### src/rtl/led_disp_arbiter.sv
// led_disp_arbiter: shares one 8-digit common-anode 7-segment display
// between two requesters. Round-robin grant with a minimum hold time while
// contended, then scans the owner's 8 BCD digits onto led_en / segments.
// Optional decimal-point inputs are enabled with `define LED_DISP_DP_EN.
module led_disp_arbiter #(
  parameter int SCAN_DIV = 100000,
  parameter int HOLD_MIN = 100000000
) (
  input  logic        clk,
  input  logic        rst,
  input  logic        req0,
  input  logic [31:0] data0,
  input  logic        req1,
  input  logic [31:0] data1,
`ifdef LED_DISP_DP_EN
  input  logic [7:0]  dp0,
  input  logic [7:0]  dp1,
`endif
  output logic [1:0]  grant,
  output logic [7:0]  led_en,
  output logic        led_ca,
  output logic        led_cb,
  output logic        led_cc,
  output logic        led_cd,
  output logic        led_ce,
  output logic        led_cf,
  output logic        led_cg,
  output logic        led_dp
);

  localparam int SCAN_W = (SCAN_DIV > 1) ? $clog2(SCAN_DIV) : 1;
  localparam int HOLD_W = (HOLD_MIN > 1) ? $clog2(HOLD_MIN) : 1;
  localparam logic [SCAN_W-1:0] SCAN_LAST = SCAN_W'(SCAN_DIV - 1);
  localparam logic [HOLD_W-1:0] HOLD_LAST = HOLD_W'(HOLD_MIN - 1);

  typedef enum logic [1:0] {
    IDLE = 2'b00,
    OWN0 = 2'b01,
    OWN1 = 2'b10
  } state_e;

  state_e            state_q, state_d;
  logic              last_q, last_d;
  logic [HOLD_W-1:0] hold_q, hold_d;
  logic [SCAN_W-1:0] scan_q, scan_d;
  logic [2:0]        idx_q, idx_d;
  logic [7:0]        led_en_q, led_en_d;
  logic [6:0]        seg_q, seg_d;
  logic              dp_q, dp_d;

  logic              hold_done;
  logic [31:0]       cur_data;
  logic [3:0]        cur_nib;

  // BCD digit to active-low segments {a,b,c,d,e,f,g}; 10..15 are blank
  function automatic logic [6:0] seg_decode(input logic [3:0] d);
    logic [6:0] s;
    case (d)
      4'd0:    s = 7'b0000001;
      4'd1:    s = 7'b1001111;
      4'd2:    s = 7'b0010010;
      4'd3:    s = 7'b0000110;
      4'd4:    s = 7'b1001100;
      4'd5:    s = 7'b0100100;
      4'd6:    s = 7'b0100000;
      4'd7:    s = 7'b0001111;
      4'd8:    s = 7'b0000000;
      4'd9:    s = 7'b0000100;
      default: s = 7'b1111111;
    endcase
    return s;
  endfunction

  assign hold_done = (hold_q == HOLD_LAST);

  // State register and round-robin memory
  always_ff @(posedge clk or posedge rst) begin
    if (rst) begin
      state_q <= IDLE;
      last_q  <= 1'b1;
    end else begin
      state_q <= state_d;
      last_q  <= last_d;
    end
  end

  // Next-state: ownership transfer rules and last-owner bookkeeping
  always_comb begin
    state_d = state_q;
    last_d  = last_q;
    case (state_q)
      IDLE: begin
        if (req0 && req1) state_d = last_q ? OWN0 : OWN1;
        else if (req0)    state_d = OWN0;
        else if (req1)    state_d = OWN1;
      end
      OWN0: begin
        if (!req0)                 state_d = req1 ? OWN1 : IDLE;
        else if (req1 && hold_done) state_d = OWN1;
      end
      OWN1: begin
        if (!req1)                 state_d = req0 ? OWN0 : IDLE;
        else if (req0 && hold_done) state_d = OWN0;
      end
      default: state_d = IDLE;
    endcase
    if (state_d != state_q) begin
      if (state_q == OWN0)      last_d = 1'b0;
      else if (state_q == OWN1) last_d = 1'b1;
    end
  end

  // Hold / scan / digit-index counters: restart on any ownership change
  always_comb begin
    hold_d = '0;
    scan_d = '0;
    idx_d  = '0;
    if ((state_d == state_q) && (state_q != IDLE)) begin
      hold_d = hold_done ? hold_q : hold_q + 1'b1;
      if (scan_q == SCAN_LAST) begin
        scan_d = '0;
        idx_d  = idx_q + 3'd1;
      end else begin
        scan_d = scan_q + 1'b1;
        idx_d  = idx_q;
      end
    end
  end

  // Counter registers
  always_ff @(posedge clk or posedge rst) begin
    if (rst) begin
      hold_q <= '0;
      scan_q <= '0;
      idx_q  <= '0;
    end else begin
      hold_q <= hold_d;
      scan_q <= scan_d;
      idx_q  <= idx_d;
    end
  end

  assign cur_data = (state_q == OWN1) ? data1 : data0;
  assign cur_nib  = cur_data[{idx_q, 2'b00} +: 4];

  // Output decode from current state; registered on the next edge
  always_comb begin
    led_en_d = '1;
    seg_d    = '1;
    dp_d     = 1'b1;
    if (state_q != IDLE) begin
      led_en_d        = '1;
      led_en_d[idx_q] = 1'b0;
      seg_d           = seg_decode(cur_nib);
`ifdef LED_DISP_DP_EN
      dp_d            = (state_q == OWN1) ? ~dp1[idx_q] : ~dp0[idx_q];
`endif
    end
  end

  // Display output registers: enables, segments and dp change together
  always_ff @(posedge clk or posedge rst) begin
    if (rst) begin
      led_en_q <= '1;
      seg_q    <= '1;
      dp_q     <= 1'b1;
    end else begin
      led_en_q <= led_en_d;
      seg_q    <= seg_d;
      dp_q     <= dp_d;
    end
  end

  assign grant  = state_q;
  assign led_en = led_en_q;
  assign {led_ca, led_cb, led_cc, led_cd, led_ce, led_cf, led_cg} = seg_q;

`ifdef LED_DISP_DP_EN
  assign led_dp = dp_q;
`else
  // dp is never driven low without the dp inputs; register left unused
  logic unused_dp;
  assign unused_dp = dp_q;
  assign led_dp    = 1'b1;
`endif

endmodule

### config.mk
export PLATFORM = sky130hd
export DESIGN_NAME = led_disp_arbiter
export DESIGN_NICKNAME = d
export VERILOG_FILES = /design/src/rtl/led_disp_arbiter.sv
export SDC_FILE = /design/constraint.sdc
export NUM_CORES = 1
export LEC_CHECK = 0
export BUFFER_PORTS_ARGS = -buffer_cell sky130_fd_sc_hd__buf_2
export CELL_PAD_IN_SITES_DETAIL_PLACEMENT = 1
export CELL_PAD_IN_SITES_GLOBAL_PLACEMENT = 1
export CORE_MARGIN = 1.5
export CORE_UTILIZATION = 47
export DETAILED_ROUTE_END_ITERATION = 10
export PLACE_DENSITY = 0.87
export SYNTH_ARGS = -nofsm -noshare
export SYNTH_HDL_FRONTEND = slang
export SYNTH_SLANG_ARGS = --single-unit
### constraint.sdc
create_clock -name clk -period 4.85 [get_ports clk]
set_input_delay 0.485 -clock clk [delete_from_list [all_inputs] [get_ports clk]]
set_output_delay 0.485 -clock clk [all_outputs]
set_load 0.05 [all_outputs]
==> results of run 1 <==
==> power by group <==
part           internal [W]  leakage (nW)  switching, W
clock              0.000266         0.103      0.000229
sequential         0.000611         0.850     0.0000409
combinational      0.000273          1.04      0.000658
total               0.00115          1.99      0.000928
==> cell usage after synthesis, types with 5 or more instances <==
cell	n
a211oi_1	6
a21oi_1	5
a22oi_1	7
and3_1	7
buf_2	8
clkbuf_1	12
dfrtp_1	49
dfstp_2	16
ha_1	13
inv_1	13
mux2i_1	5
mux4_2	16
nand2_1	24
nand2b_1	5
nand3_1	21
nand4_1	14
nor2_1	16
nor2b_1	5
nor3_1	17
nor3_2	20
nor4_1	11
o211ai_1	5
xnor2_1	11
xor2_1	28
==> final cells by class <==
cell class                      count  area, um^2  area share (%)
Timing Repair Buffer               89       457.9           9.363
Inverter                           13       48.80          0.9977
Clock buffer                       12       155.1           3.172
Multi-Input combinational cell    295        2396           48.99
Sequential cell                    65        1647           33.67
Tap cell                          108       135.1           2.763
Clock inverter                      4       51.30           1.049
==> registers in the layout, summed over array words and instances, names as in the netlist <==
register  count
hold_q       27
last_q        1
led_en        8
idx_q         3
scan_q       17
seg_q         7
grant         2
==> cell families after synthesis <==
family | count (synthesis) | share of synthesized area (%)
other | 1 | 0.08849
buffers and inverters | 38 | 4.813
muxes | 22 | 9.950
and+or+nand+nor | 167 | 24.98
adders and majority gates | 13 | 3.838
AOI/OAI and AO/OA | 53 | 9.419
DFF | 65 | 38.85
xor gates and xnor gates | 39 | 8.060
==> critical path, delay by kind of cell, from the launching register on <==
family          cells  cell delay (ns)
flops               1             0.50
mux                 1             0.53
simple gates        1             0.36
fa+ha+maj           2             0.84
compound gates      4             0.65
buf+inv             2             0.48
==> stage by stage <==
step                cell area [um^2]  total power, W
CTS                             4891        0.002089
global placement                4684        0.001551
finish                          4891        0.002078
global route                    4891        0.002190
floorplan                       4238        0.001488
detailed placement              4684        0.001594
==> metal layers <==
layer | share of wire [%] | GRT usage [%]
met1 | 42 | 31.46
met2 | 53 | 41.70
met3 | 3.1 | 4.152
met4 | 2.0 | 9.121
met5 | 0 | 0
==> worst paths after layout <==
check,start,to,slack [ns]
worst min-delay path,rst,scan_q[3],0.37
worst max-delay path,grant[0],seg_q[3],1.39
max in group asynchronous,rst,scan_q[7],3.96
worst max register to register,grant[0],seg_q[3],1.39
worst min register to register,last_q,last_q,0.48
min in group clk,last_q,last_q,0.48
==> cells in the final DEF, fill, tap and decap left out, types with 10 or more instances in the layout <==
cell,synthesis,layout
buf_2,8,84
dfrtp_1,49,49
xor2_1,28,28
nand2_1,24,24
nand3_1,21,21
nor3_2,20,20
nor3_1,17,17
nor2_1,16,16
mux4_2,16,16
dfstp_2,16,16
nand4_1,14,14
inv_1,13,12
ha_1,13,12
xnor2_1,11,11
clkbuf_8,0,11
nor4_1,11,10
==> reports/metrics.yaml, run 1 <==
slew_viol_final: 0
min_period_ns: 3.456
power.leakage_nw: 1.988
cts_setup_buffers: 0
finalWirelength_mm: 11.37
cts_hold_buf: 0
die_h_um: 97.96
cts-resized-gates: 0
path_class: "flip-flop to flip-flop"
grt_max_degree: 66
cts_buffer_depth: 2
synth_seq_cells: 65
arrival_ns: 3.72
post-dp-hpwl_mm: 8.059
areaGrowthSynthToFinish_pct: 15.41
status: "complete, no violations"
cp_max_fo: 11
nets: 554
required_ns: 5.12
pwr_density_cell_nw_per_um2: 424.8
numPortBuffers: 84
grt_usage_pct: 24.53
rows: 34
place_inst: 570
start_kind: "flip-flop"
drive_gt1_share_pct: 35.15
final.setup.tns_ns: 0
worstSkewPairLatency_ns: 0.36
grt_antenna_before_repair: 0
whs_ns: 0.3687
dr.pass1.iters: 4
vias: 3571
period_share_pct: 71.27
synth_warnings: 0
setup_slack_ns: 1.394
syn_inst: 398
setup_violations: 0
post-place-ws_ns: 1.433
root_buffer: "clkbuf_8"
wl_per_cell_um: 19.39
grt_pass1_wl_mm: 18.94
synth-edff-count: 0
synth_top_cell_area_share_pct: 28.93
drc_errors: 0
diodes: 0
synthFlopType: "dfrtp_1"
ys_seq_area_share_pct: 38.85
grt_remaining_overflow: 0
htree_levels: 3
vias_per_cell: 6.094
slowest_stage: "mux4_2"
rsz0062_at_grt: "false"
ant_nets: 0
start_util_pct: 48.59
die_w_um: 97.96
die_area_um2: 9595
coreArea_um2: 8721
first_iter_violations: 138
async_flop_share_pct: 100.0
maxCapViolations: 0
hold_violations: 0
hp-class: "input pin to async pin"
yosys.area.top_type: "dfrtp_1"
grt_pass1_vias: 3775
numCtsBuffers: 9
rr_worst_depth: 10
worst_clock_skew_ns: 0.008649
syn_area_per_cell_um2: 10.65
post-route-util_pct: 56.08
timing.slew.headroom_pct: 26.82
clk_pin_slew_ns: 0.08
ys_types: 61
clock-sinks: 65
ios: 86
end_kind: "flip-flop"
max_stage_delay_ns: 0.53
synth.area.top_cells: "dfrtp_1 (29%), dfstp_2 (9.9%), mux4_2 (8.5%)"
cpMostUsedCell: "ha_1"
cts_tree: "done"
n_fill_cell: 973
gp_congestion: 0.8835
clock.fmax_mhz: 289.3
worst_slew_pin_slew_ns: 1.088
crit_chain: "inv_1 > ha_1 > buf_4 > mux4_2 > a22o_1 > nor2_1 > ha_1 > a21oi_1 > a31oi_1 > o211ai_1"
fin_cells: 586
syn_area_um2: 4238
peakVddDrop_mv: 0.4589
synth_nets: 479
No activity file was read; power rests on OpenSTA's default activity.
==> run 2, diff against run 1 <==
--- a/config.mk
+++ b/config.mk
@@ -9,9 +9,9 @@
 export CELL_PAD_IN_SITES_DETAIL_PLACEMENT = 1
 export CELL_PAD_IN_SITES_GLOBAL_PLACEMENT = 1
 export CORE_MARGIN = 1.5
-export CORE_UTILIZATION = 47
+export CORE_UTILIZATION = 39
 export DETAILED_ROUTE_END_ITERATION = 10
-export PLACE_DENSITY = 0.87
+export PLACE_DENSITY = 0.77
 export SYNTH_ARGS = -nofsm -noshare
 export SYNTH_HDL_FRONTEND = slang
 export SYNTH_SLANG_ARGS = --single-unit
==> constraint.sdc (replaced) <==
create_clock -name clk -period 3 [get_ports clk]
set_input_delay 0.3 -clock clk [delete_from_list [all_inputs] [get_ports clk]]
set_output_delay 0.3 -clock clk [all_outputs]
set_load 0.05 [all_outputs]
==> run 2 against run 1 <==
  * Combinational power rose by 78%
  * Sequential power grew 56%
  * Via count decreased by 1.3%
  * Clock skew increased by 0.0070 ns
  * Worst hold slack worse by 0.35 ns
  * Die area is 20% higher
  * Final area is 3.3% higher
  * Fmax is 25% higher
==> reports/metrics.yaml, run 2 (same netlist as run 1, synthesis figures left out) <==
first_iter_violations: 135
place_area_um2: 4826
period_share_pct: 91.98
rsz0062_at_grt: "false"
grt_usage_pct: 20.13
slew_viol_final: 0
critical_path.startpoint: "grant[0]"
max_stage_delay_ns: 0.50
start_util_pct: 40.68
numCtsBuffers: 9
status: "complete, no violations"
htree_levels: 3
root_buffer: "clkbuf_8"
worst_clock_skew_ns: 0.01564
numPortBuffers: 84
clock-sinks: 65
peakVddDrop_mv: 1.573
clock.fmax_mhz: 362.4
wl_per_cell_um: 17.92
min_period_ns: 2.760
rows: 37
post-dp-hpwl_mm: 8.096
finalWirelength_mm: 11.16
start_kind: "flip-flop"
use_met2_pct: 34.08
r2r-start: "grant[0]"
die_area_um2: 11500
maxCapViolations: 0
cpMostUsedCell: "inv_1"
crit_chain: "inv_1 > ha_2 > buf_12 > mux4_2 > a22oi_1 > nand2_1 > inv_1 > ha_1 > a21oi_1 > a31oi_1 > o211ai_1"
worstSkewPairLatency_ns: 0.35
grt_antenna_before_repair: 0
drive_gt1_share_pct: 37.17
grt_util_met3_pct: 3.891
largest_register_ffs: 27
worstReg2RegEnd: "seg_q[3]"
path_class: "flip-flop to flip-flop"
n_fill_cell: 1178
dr.pass1.iters: 4
ios: 86
cts_setup_buffers: 0
slowest_stage: "mux4_2"
end_kind: "flip-flop"
vias: 3525
power.leakage_nw: 2.053
die_h_um: 107.2
critPathBufInv: 3
timing.slew.headroom_pct: 47.36
met1_usage_pct: 25.81
hold_violations: 0
areaGrowthSynthToFinish_pct: 19.25
diodes: 0
worst_slew_pin_slew_ns: 0.7831
ff2ff_setup_slack_ns: 0.24
setup_violations: 0
vias_per_cell: 5.658
final_cell_area_um2: 5054
top_register: "hold_q"
final_common_cell: "buf_2"
drc_errors: 0
ant_nets: 0
crit_family: "compound AO/OA/AOI/OAI gates"
grt_pass1_vias: 3645
clk_pin_slew_ns: 0.08
hp-class: "input pin to async pin"
gp_congestion: 0.8371
nets: 563
cts_tree: "done"
arrival_ns: 3.03
required_ns: 3.27
cp_max_fo: 11
die_w_um: 107.2
grt_remaining_overflow: 0
grt_max_degree: 48
cts_buffer_depth: 2
layout_common_cells: "buf_2 (84), dfrtp_1 (48), xor2_1 (28)"
rr_worst_depth: 11
coreArea_um2: 10420
grt.busiest_layer: "met2"
pwr_density_cell_nw_per_um2: 695.1
final.setup.tns_ns: 0
grt_pass1_wl_mm: 18.23
run 2: power by group:
part / switching (W) / internal (W)
registers: 0.0000357 / 0.000989
clock network: 0.000372 / 0.000460
logic: 0.00111 / 0.000547
total: 0.00152 / 0.00200
run 2: routing by layer:
| metal | share of wire, % | wire length, um |
|---|---|---|
| met1 | 43 | 4815 |
| met2 | 52 | 5763 |
| met3 | 3.0 | 330 |
| met4 | 2.3 | 252 |
| met5 | 0 | 0 |
run 2: worst max path at each step:
stage | end | slack (ns) | depth (start not counted)
2_1_floorplan | seg_q[3] | 0.04 | 9
3_5_place_dp | seg_q[3] | 0.21 | 10
3_3_place_gp | seg_q[3] | 0.32 | 10
6_report | seg_q[3] | 0.24 | 11
4_1_cts | seg_q[3] | 0.18 | 10
5_1_grt | seg_q[3] | 0.07 | 11
run 2: worst reg2reg max path: stages (launching register included):
cell      delay, ns
dfrtp_2        0.41
inv_1          0.09
ha_2           0.27
buf_12         0.17
mux4_2         0.51
a22oi_1        0.20
nand2_1        0.21
inv_1          0.16
ha_1           0.26
a21oi_1        0.15
a31oi_1        0.06
o211ai_1       0.18
run 2: final cells by class:
class / instances / area [um^2] / area share (%)
Multi-Input combinational cell: 295 / 2401 / 47.51
Inverter: 13 / 48.80 / 0.9656
Sequential cell: 65 / 1648 / 32.61
Clock buffer: 11 / 162.7 / 3.219
Tap cell: 136 / 170.2 / 3.367
Clock inverter: 5 / 60.06 / 1.188
Timing Repair Buffer: 98 / 563.0 / 11.14
run 2: timing repair:
action                                  CTS  global route
endpoints found under the setup margin    0             1
hold buffers                              0             0
resized for setup                         0             2
run 2: metrics by stage:
step	utilization [%]	total power (W)	std cells	setup slack, ns	hold WS [ns]
CTS	48.47	0.003552	623	0.1838	0.03925
detailed placement	46.33	0.002709	607	0.2116	0.4210
global placement	46.33	0.002660	607	0.3197	0.4193
global route	48.52	0.003717	623	0.07463	0.06450
finish	48.52	0.003513	623	0.2405	0.02081
floorplan	-	0.002408	398	0.03758	0.4474
==> run 3, diff against run 2 <==
==> config.mk (replaced) <==
export PLATFORM = sky130hd
export DESIGN_NAME = led_disp_arbiter
export DESIGN_NICKNAME = d
export VERILOG_FILES = /design/src/rtl/led_disp_arbiter.sv
export SDC_FILE = /design/constraint.sdc
export NUM_CORES = 1
export LEC_CHECK = 0
export ABC_AREA = 1
export CELL_PAD_IN_SITES_DETAIL_PLACEMENT = 1
export CELL_PAD_IN_SITES_GLOBAL_PLACEMENT = 1
export CORE_MARGIN = 1.5
export CORE_UTILIZATION = 42
export DETAILED_ROUTE_END_ITERATION = 10
export DONT_BUFFER_PORTS = 1
export PLACE_DENSITY = 0.77
export SKIP_CTS_REPAIR_TIMING = 1
export SYNTH_ARGS = -nofsm -noshare
export SYNTH_HDL_FRONTEND = slang
export SYNTH_SLANG_ARGS = --single-unit
==> run 3 against run 2 <==
  * The run now ends with hold timing left
  * Largest cell class unchanged
  * Power decreased by 12%
  * Synthesized cell count is 36% higher
  * First-iteration DRC count shrank 19%
  * Largest power group is now registers
  * Highest routed layer unchanged
  * Setup slack improved by 0.23 ns
  * Sequential power increased by 19%
==> reports/metrics.yaml, run 3 <==
synth_nets: 624
numCtsBuffers: 9
synth.area.top_cells: "dfrtp_1 (30%), nand2_1 (10%), dfstp_2 (10%)"
root_buffer: "clkbuf_8"
grt_antenna_before_repair: 0
clock-sinks: 65
p_seq_share_pct: 39.2
worstReg2RegEnd: "seg_q[6]"
syn_inst: 543
max_stage_delay_ns: 0.38
hp-class: "input pin to async pin"
drc_errors: 0
synth_top_cell_area_share_pct: 29.83
post-place-ws_ns: 0.5205
rows: 35
p_int_w: 0.001691
ys_seq_area_share_pct: 40.06
nets: 626
die_h_um: 101.9
end_kind: "flip-flop"
required_ns: 3.28
yosys.area.top_type: "dfrtp_1"
violations: "hold timing"
cts_tree: "done"
use_met2_pct: 38.31
largest_register_ffs: 27
syn_area_per_cell_um2: 7.569
grt_max_degree: 39
grt.busiest_layer: "met2"
path_class: "flip-flop to flip-flop"
layout_common_cells: "nand2_1 (114), nor2_1 (92), inv_1 (53)"
peakVddDrop_mv: 0.6274
slew_viol_final: 0
grt_util_met3_pct: 5.882
wl_per_cell_um: 15.68
rsz0062_at_grt: "false"
status: "finished with violations"
synth_seq_cells: 65
die_area_um2: 10390
drive_gt1_share_pct: 14.55
coreArea_um2: 9371
vias_per_cell: 5.233
worstSkewPairLatency_ns: 0.36
r2r-start: "grant[0]"
grt_pass1_wl_mm: 18.25
ios: 86
p_sw_share_pct: 45.01
dr.pass1.iters: 4
die_w_um: 101.9
htree_levels: 3
grt_pass1_vias: 3770
numPortBuffers: 0
clock.fmax_mhz: 395.3
top_register: "hold_q"
clkPwrFrac_pct: 25.0
synth-edff-count: 0
grt_remaining_overflow: 0
ant_nets: 0
p_switching_w: 0.001384
period_share_pct: 84.32
clk_pin_slew_ns: 0.08
final.setup.tns_ns: 0
async_flop_share_pct: 100.0
netlist_top_cells_count: "nand2_1 (114), nor2_1 (92), inv_1 (54), dfrtp_1 (49), o21ai_0 (45)"
final_common_cell: "nand2_1"
diodes: 0
pwr_density_cell_nw_per_um2: 692.0
maxCapViolations: 0
whs_ns: -0.03917
timing.slew.headroom_pct: 47.32
start_util_pct: 43.86
cts_buffer_depth: 2
synth_warnings: 0
worst_slew_pin_slew_ns: 0.7890
ff2ff_setup_slack_ns: 0.47
arrival_ns: 2.81
setup_violations: 0
n_fill_cell: 1192
power.leakage_nw: 1.812
first_iter_violations: 110
start_kind: "flip-flop"
slowest_stage: "dfrtp_1"
synth_most_common_cell: "nand2_1"
ys_types: 37
synthFlopType: "dfrtp_1"
setup_slack_ns: 0.4703
worst_clock_skew_ns: 0.01307
areaGrowthSynthToFinish_pct: 8.097
post-dp-hpwl_mm: 7.959
crit_chain: "inv_1 > ha_1 > inv_2 > o21ai_0 > o22ai_1 > nand2_1 > nand2_1 > nor2_1 > inv_1 > ha_1 > nor2_1 > nor2_1 > o21ai_0 > nand2_1"
min_period_ns: 2.530
combPwrFrac_pct: 35.8
syn_area_um2: 4110
vias: 3553
grt_usage_pct: 22.70
finalWirelength_mm: 10.64
hold_violations: 29
cp_max_fo: 33
gp_congestion: 0.8775
rr_worst_depth: 14
met1_usage_pct: 28.32
## run 3: final cells by class
class | instances | area, um^2 | area share [%]
inverter | 59 | 221.5 | 4.985
tap | 129 | 161.4 | 3.633
sequential | 65 | 1647 | 37.06
multi-input combinational | 404 | 2143 | 48.24
clock buffer | 9 | 123.9 | 2.788
clock inverter | 7 | 76.32 | 1.718
timing repair buffer | 6 | 70.07 | 1.577
## run 3: power groups by stage
| stage | registers, W | logic [W] | clock network [W] |
|---|---|---|---|
| 6_report | 0.00121 | 0.00110 | 0.000768 |
| 5_1_grt | 0.00122 | 0.00123 | 0.000839 |
| 4_1_cts | 0.00121 | 0.00111 | 0.000793 |
| 3_5_place_dp | 0.00122 | 0.00111 | 0 |
| 3_3_place_gp | 0.00122 | 0.00106 | 0 |
| 2_1_floorplan | 0.00125 | 0.000862 | 0 |
## run 3: per-layer routing
metal	up-vias	wire, um
met5	-	0
met4	0	191
met3	20	358
met2	46	5250
met1	1746	4843
li1	1741	-
## run 3: how the worst max path moves through the flow
stage / slack [ns] / to / from / cells past startpoint
after floorplan: 0.21 / seg_q[6] / grant[0] / 16
after global placement: 0.63 / seg_q[6] / grant[0] / 14
after detailed placement: 0.52 / seg_q[6] / grant[0] / 14
after CTS: 0.50 / seg_q[6] / grant[0] / 14
after global routing: 0.24 / seg_q[2] / grant[0] / 13
final: 0.47 / seg_q[6] / grant[0] / 14
## run 3: per-stage QoR
stage / std cells / cell area, um^2 / util (%) / power [W]
3_5_place_dp: 663 / 4243 / 45.27 / 0.002327
4_1_cts: 679 / 4443 / 47.41 / 0.003112
2_1_floorplan: 543 / 4110 / - / 0.002110
6_report: 679 / 4443 / 47.41 / 0.003074
5_1_grt: 679 / 4443 / 47.41 / 0.003286
3_3_place_gp: 663 / 4243 / 45.27 / 0.002285
## run 3: logic make-up (layout without fill, tap and decap cells)
group                    Yosys count  in the layout  share of synthesized area [%]
flip-flops                        65             65                          40.06
adder cells (fa/ha/maj)           13             13                          3.957
AO/OA/AOI/OAI                     73             73                          9.711
other                              1              1                        0.09124
AND/OR/NAND/NOR                  290            290                          32.63
XOR/XNOR                          27             27                          5.753
buffers and inverters             74             81                          7.793
## run 3: critical path, delay by kind of cell (launching register included)
kind                     cells  cell delay, ns
AND/OR/NAND/NOR              6            0.64
buffers and inverters        3            0.49
AO/OA/AOI/OAI                3            0.48
adder cells (fa/ha/maj)      2            0.43
flip-flops                   1            0.38
